<file path="config.mk">
export PLATFORM = sky130hd
export DESIGN_NAME = divider_16
export DESIGN_NICKNAME = d
export VERILOG_FILES = /design/src/rtl/divider_16.sv
export SDC_FILE = /design/constraint.sdc
export NUM_CORES = 1
export LEC_CHECK = 0
export ABC_CLOCK_PERIOD_IN_PS = 2500
export CAP_MARGIN = 40
export CELL_PAD_IN_SITES_DETAIL_PLACEMENT = 0
export CELL_PAD_IN_SITES_GLOBAL_PLACEMENT = 1
export CORE_AREA = 5 5 117 119
export CTS_BUF_LIST = sky130_fd_sc_hd__clkbuf_8
export DETAILED_ROUTE_END_ITERATION = 10
export DIE_AREA = 0 0 122 124
export GPL_TIMING_DRIVEN = 0
export HOLD_SLACK_MARGIN = 0.03
export PLACE_DENSITY = 0.77
export RECOVER_POWER = 25
export SYNTH_ARGS = -nofsm -noshare
export SYNTH_HDL_FRONTEND = slang
export SYNTH_SLANG_ARGS = --single-unit
</file>
<file path="constraint.sdc">
create_clock -name Clk -period 2.5 [get_ports Clk]
set_input_delay 0.375 -clock Clk [delete_from_list [all_inputs] [get_ports Clk]]
set_output_delay 0.375 -clock Clk [all_outputs]
set_load 0.005 [all_outputs]
</file>
<file path="src/rtl/divider_16.sv">
// rtl/divider_16.sv - multi-cycle unsigned restoring divider with start/done handshake
module divider_16 #(
  parameter int WIDTH = 16
) (
  input  logic             Clk,
  input  logic             Reset_n,
  input  logic             start,
  input  logic [WIDTH-1:0] dividend,
  input  logic [WIDTH-1:0] divisor,
  output logic             busy,
  output logic             done,
  output logic [WIDTH-1:0] quotient,
  output logic [WIDTH-1:0] remainder,
  output logic             div_by_zero
);

  localparam int CW = $clog2(WIDTH) + 1;

  typedef enum logic [1:0] {S_IDLE, S_RUN, S_DONE} state_t;

  state_t           state_q, state_d;
  logic [WIDTH-1:0] rem_q, rem_d;
  logic [WIDTH-1:0] shf_q, shf_d;
  logic [WIDTH-1:0] dvs_q, dvs_d;
  logic [CW-1:0]    cnt_q, cnt_d;
  logic [WIDTH-1:0] quo_q, quo_d;
  logic [WIDTH-1:0] rmd_q, rmd_d;
  logic             dbz_q, dbz_d;
  logic             busy_q, busy_d;
  logic             done_q, done_d;

  logic [WIDTH:0]   shifted;
  logic [WIDTH:0]   trial;

  // Partial remainder stays below the divisor, so WIDTH bits hold it between steps;
  // the shifted value and trial difference need the extra bit.
  assign shifted = {rem_q, shf_q[WIDTH-1]};
  assign trial   = shifted - {1'b0, dvs_q};

  always_comb begin
    state_d = state_q;
    rem_d   = rem_q;
    shf_d   = shf_q;
    dvs_d   = dvs_q;
    cnt_d   = cnt_q;
    quo_d   = quo_q;
    rmd_d   = rmd_q;
    dbz_d   = dbz_q;

    unique case (state_q)
      S_IDLE: begin
        if (start) begin
          if (divisor == '0) begin
            state_d = S_DONE;
            quo_d   = '1;
            rmd_d   = dividend;
            dbz_d   = 1'b1;
          end else begin
            state_d = S_RUN;
            shf_d   = dividend;
            dvs_d   = divisor;
            rem_d   = '0;
            cnt_d   = '0;
            dbz_d   = 1'b0;
          end
        end
      end
      S_RUN: begin
        if (!trial[WIDTH]) begin
          rem_d = trial[WIDTH-1:0];
          shf_d = {shf_q[WIDTH-2:0], 1'b1};
        end else begin
          rem_d = shifted[WIDTH-1:0];
          shf_d = {shf_q[WIDTH-2:0], 1'b0};
        end
        cnt_d = cnt_q + 1'b1;
        if (cnt_q == CW'(WIDTH - 1)) begin
          state_d = S_DONE;
          quo_d   = shf_d;
          rmd_d   = rem_d;
        end
      end
      S_DONE: state_d = S_IDLE;
      default: state_d = S_IDLE;
    endcase

    // Status flags are registered from the next state so they line up with it.
    busy_d = (state_d == S_RUN);
    done_d = (state_d == S_DONE);
  end

  always_ff @(posedge Clk or negedge Reset_n) begin
    if (!Reset_n) begin
      state_q <= S_IDLE;
      rem_q   <= '0;
      shf_q   <= '0;
      dvs_q   <= '0;
      cnt_q   <= '0;
      quo_q   <= '0;
      rmd_q   <= '0;
      dbz_q   <= 1'b0;
      busy_q  <= 1'b0;
      done_q  <= 1'b0;
    end else begin
      state_q <= state_d;
      rem_q   <= rem_d;
      shf_q   <= shf_d;
      dvs_q   <= dvs_d;
      cnt_q   <= cnt_d;
      quo_q   <= quo_d;
      rmd_q   <= rmd_d;
      dbz_q   <= dbz_d;
      busy_q  <= busy_d;
      done_q  <= done_d;
    end
  end

  assign busy        = busy_q;
  assign done        = done_q;
  assign quotient    = quo_q;
  assign remainder   = rmd_q;
  assign div_by_zero = dbz_q;

endmodule

</file>
==> flow_summary.ini <==
[cells_and_area]
fin_nets = 679
mostFrequentLayoutCells = nand2_1 (92), dfrtp_1 (90), clkdlybuf4s50_1 (68)
post-route-util = 0.508
n_antenna_cell = 0
mostFrequentLayoutCell = nand2_1
drive_gt1_frac = 0.141
synthToLayoutAreaGrowth_pct = 32.7

[global_routing]
antenna_found_initial = 0
grt_pass1_wl_um = 21200
grt_pass1_vias = 4141
grt_max_degree = 48
grt.total_usage = 0.180
grt_overflow_total = 0

[yosys]
ys_types = 54
syn_area_um2 = 4770
async_flop_share = 1.00
syn_nets = 582
yosysWarningCount = 0
synth_ff_type = dfrtp_1
synth.avg_cell_area_um2 = 9.04
netlist_instances = 528
synth-seq-cells = 90
seq_area_frac_synth = 0.472
synth_edf_count = 0

[clock_tree]
cts_buffer_depth = 2
tritoncts = done
cts_buffers = 9
htree_levels = 3
clkSinkCount = 90
clockRootBuffer = clkbuf_8
insertion_delay_ns = 0.37
cts.clk_slew.worst_paths_ns = 0.09

[critical_path]
timing_worst_setup_path_type = flip-flop to flip-flop
critPathMaxFanout = 7
worst_setup_path_end_kind = flip-flop
crit_required_ns = 2.79
start_kind = flip-flop
rrSetupSlack_ns = -0.25
critPathArrivalTime_ns = 3.04

[sta]
tightest_slew_ns = 1.12
fmax_mhz = 364
skew_ns = 0.00924
timing.final.crit_share = 1.10
finalSetupViolCount = 33
setup_ws_ns = -0.248
fin_crit_ns = 2.75
drv_slew = 0
slew_headroom = 0.252
finalSetupTns_ns = -5.63
grt_setup_unrepaired = true
whs_ns = 0.501
hold_viol = 0

[placement]
dp_slack_ns = -1.00
dp_hpwl_um = 9610
gp_congestion = 0.838
port_buffers = 69

[power]
cellPowerDensity_nw_per_um2 = 1830
power.total_mw = 11.6
peakVddDrop_mv = 0.790
leakagePower_nw = 2.72

[die]
die_y_um = 124
dieArea_um2 = 15100
num_io_pins = 70
core-area_um2 = 12500
core.rowCount = 41
die_w_um = 122
start_util = 0.383

[run]
cap_violations = 0

[hold_path]
hp-class = flip-flop to flip-flop

[detailed_routing]
drt-vias-per-instance = 5.05
drt_iter0_drc = 184
drc = 0
routedWlPerCell_um = 16.6
first_pass_iters = 4
vias = 4049
postRouteAntennaNets = 0
wl_um = 13300

[outcome]
failed_checks = negative setup slack
outcome = finished with violations
## cell type report
type                            count  area, um^2
Clock inverter                      5        47.5
Sequential cell                    90        2250
Buffer                             27         144
Timing Repair Buffer               86         851
Inverter                           22        82.6
Clock buffer                       10         138
Fill cell                        1128        6130
Multi-Input combinational cell    389        2600
Tap cell                          172         215
## layer usage
metal / part of all wire / routed length [um] / track usage
met5: 0 / 0 / 0
met4: 0.020 / 263 / 0.0672
met3: 0.048 / 632 / 0.0409
met2: 0.46 / 6160 / 0.286
met1: 0.47 / 6200 / 0.242
## synthesized netlist by cell type (all sizes together) (2+ instances only)
cell type | instances | area (um^2)
a31oi | 5 | 31.3
and3 | 2 | 17.5
dfrtp | 90 | 2250
a21oi | 48 | 255
o22a | 8 | 70.1
mux2 | 4 | 45.0
o211ai | 3 | 27.5
nand4 | 2 | 12.5
a211oi | 2 | 20.0
mux2i | 20 | 200
nor4 | 4 | 25.0
a21o | 19 | 143
ha | 18 | 225
o21ai | 52 | 260
nor3 | 4 | 20.0
inv | 22 | 82.6
a21boi | 2 | 15.0
nand3b | 4 | 30.0
o22ai | 2 | 12.5
nand3 | 6 | 30.0
or3 | 2 | 12.5
and2 | 3 | 18.8
nand2b | 3 | 18.8
nand2 | 93 | 349
nor2 | 53 | 199
o21a | 6 | 46.3
clkbuf | 23 | 86.3
nor3b | 2 | 15.0
xnor2 | 4 | 35.0
a311o | 2 | 20.0
nor2b | 4 | 25.0
buf | 4 | 47.5
## through the flow
step / area [um^2] / instances
floorplan: 4780 / 528
global placement: 5680 / 769
detailed placement: 5710 / 770
CTS: 6250 / 800
global route: 6330 / 801
finish: 6330 / 801
## repair_timing
| item | CTS | global route |
|---|---|---|
| setup endpoints to repair | 70 | 68 |
| hold endpoints to repair | 23 | 0 |
| cloned | 1 | 0 |
| resized for setup | 47 | 21 |
| buffers inserted | 13 | 2 |
| hold buffers | 1 | 0 |
| pin swaps | 12 | 10 |
## report_power, final
| group | internal (mW) | leakage, nW | switching, mW | total, mW |
|---|---|---|---|---|
| Clock | 0.474 | 0.105 | 0.513 | 0.988 |
| Combinational | 4.08 | 1.56 | 3.93 | 8.01 |
| Sequential | 2.15 | 1.06 | 0.468 | 2.62 |
## state kept, by name, indices dropped and copies added, names as in the netlist, 2 cells and up
signal / cells
rem_q: 16
dvs_q: 16
cnt_q: 5
shf_q: 16
remainder: 16
state_q: 2
quotient: 16
## path summary, 6_finish.rpt
| check | cells past startpoint | start | endpoint |
|---|---|---|---|
| min reg2reg | 2 | cnt_q[4]$_DFFE_PN0P_ | cnt_q[4]$_DFFE_PN0P_ |
| max reg2reg | 13 | shf_q[15]$_DFFE_PN0P_ | remainder[2]$_DFFE_PN0P_ |
| min in group asynchronous | 2 | Reset_n | quotient[2]$_DFFE_PN0P_ |
| min | 2 | cnt_q[4]$_DFFE_PN0P_ | cnt_q[4]$_DFFE_PN0P_ |
| max | 13 | shf_q[15]$_DFFE_PN0P_ | remainder[2]$_DFFE_PN0P_ |
| max in group asynchronous | 3 | Reset_n | remainder[13]$_DFFE_PN0P_ |
## cells by family (layout without fill, tap and decap cells)
logic type | Yosys count | in the layout | share of synthesized area
adder cells (fa/ha/maj) | 19 | 19 | 0.0514
flip-flops | 90 | 90 | 0.472
AO/OA/AOI/OAI | 154 | 154 | 0.200
multiplexers | 24 | 24 | 0.0514
AND/OR/NAND/NOR | 187 | 187 | 0.171
XOR/XNOR | 5 | 5 | 0.00917
buffers and inverters | 49 | 150 | 0.0453
## critical path, stage by stage, from the launching register on
cell      delay, ns
dfrtp_1        0.43
inv_2          0.08
ha_4           0.17
fa_2           0.33
or2b_1         0.26
a21oi_2        0.18
o21a_2         0.19
buf_6          0.11
a21bo_4        0.11
a211oi_2       0.06
buf_6          0.15
buf_6          0.12
mux2_4         0.32
a31oi_4        0.16
No activity file was read; power rests on OpenSTA's default activity.
==> RTL change, RTL diff (config.mk and constraints unchanged) <==
Re-encode `state_t` (3 states) as one-hot, 3 bits wide.
--- a/src/rtl/divider_16.sv
+++ b/src/rtl/divider_16.sv
@@ -17,5 +17,5 @@
   localparam int CW = $clog2(WIDTH) + 1;
 
-  typedef enum logic [1:0] {S_IDLE, S_RUN, S_DONE} state_t;
+  typedef enum logic [2:0] {S_IDLE = 3'b001, S_RUN = 3'b010, S_DONE = 3'b100} state_t;
 
   state_t           state_q, state_d;
Behaviour: same outputs for any inputs over 10 cycles, from zero or initial values and one cycle with Reset_n low; not proved beyond that.
==> RTL change against the unedited design <==
The flow still finishes with violations (negative setup slack); synthesized area down 0.31%; total power down 36%; core utilization is 0.38 points higher; global-route usage rose by 2.0 points; final area increased by 0.75%; sequential share of layout area up 0.19 points; clock skew grew 0.00089 ns; routed wire length is 9.8% higher; worst setup slack improved by 0.22 ns; critical path depth is 3 lower; sequential cell count up 1.
==> RTL change: results (changes against the unedited design) <==
stage	metric	value	unit	change
place	dpl cells	755		was 770
cells_and_area	Non-clk bufs	110		was 113
min_path	min-delay src	quotient[13]$_DFFE_PN0P_		was cnt_q[4]$_DFFE_PN0P_
timing	Rel. slew slack	30.9	%	was 25.2%
critical_path	Arr. time, crit path	2.78	ns	was 3.04 ns
yosys	register area share after synthesis	47.9	%	was 47.2%
yosys	mux cell area share after synthesis	1.05	%	was 5.14%
timing	setup ws final	-0.0241	ns	was -0.248 ns
place	DP Area	5690	µm²	was 5710 µm²
yosys	Mapped Cells	513		was 528
outcome	violated checks	negative setup slack		unchanged
timing	setup violators final	4		was 33
cells_and_area	proportion of layout cells with a drive suffix above 1	16.4	%	was 14.1%
cells_and_area	register area	2280	µm²	was 2250 µm²
cells_and_area	Layout Nets	664		was 679
detailed_routing	DR WL/cell	18.5	µm	was 16.6 µm
global_routing	GRT Total Usage	20.0	%	was 18.0%
yosys	syn nets	567		was 582
yosys	distinct cell type count after synthesis	57		was 54
yosys	post-synthesis compound-gate area fraction	22.4	%	was 20.0%
global_routing	GR Util met3	3.18	%	was 4.09%
cells_and_area	multi-input combinational area share	41.5	%	was 41.1%
outcome	status	finished, violations left		unchanged
global_routing	largest net degree at the start of global routing	52		was 48
cells_and_area	fraction of area in registers	35.8	%	was 35.6%
cells_and_area	inverters	24		was 22
RTL change: cell count changes after synthesis, sizes merged, moves of 5 or more:
cell,change
a21oi,-21
nand3,+16
clkbuf,-5
nor3,+7
o21ai,-7
o22a,+12
nand2,-29
xor2,+5
a21o,-9
o22ai,+16
mux2i,-15
RTL change: power groups by stage:
stage | logic, mW | registers (mW) | clock network, mW
floorplan | 2.46 | 2.04 | 0
finish | 4.31 | 2.13 | 1.00
global placement | 3.30 | 2.12 | 0
global route | 4.71 | 2.17 | 1.09
detailed placement | 3.33 | 2.13 | 0
CTS | 4.06 | 2.13 | 1.02
RTL change: worst min-delay path by stage:
stage	endpoint	slack (ns)	depth (start not counted)
after CTS	quotient[13]$_DFFE_PN0P_	0.50	1
final	quotient[13]$_DFFE_PN0P_	0.49	1
after global placement	quotient[13]$_DFFE_PN0P_	0.47	1
after global routing	quotient[6]$_DFFE_PN0P_	0.51	1
after detailed placement	quotient[2]$_DFFE_PN0P_	0.41	1
after floorplan	busy$_DFF_PN0_	0.08	0
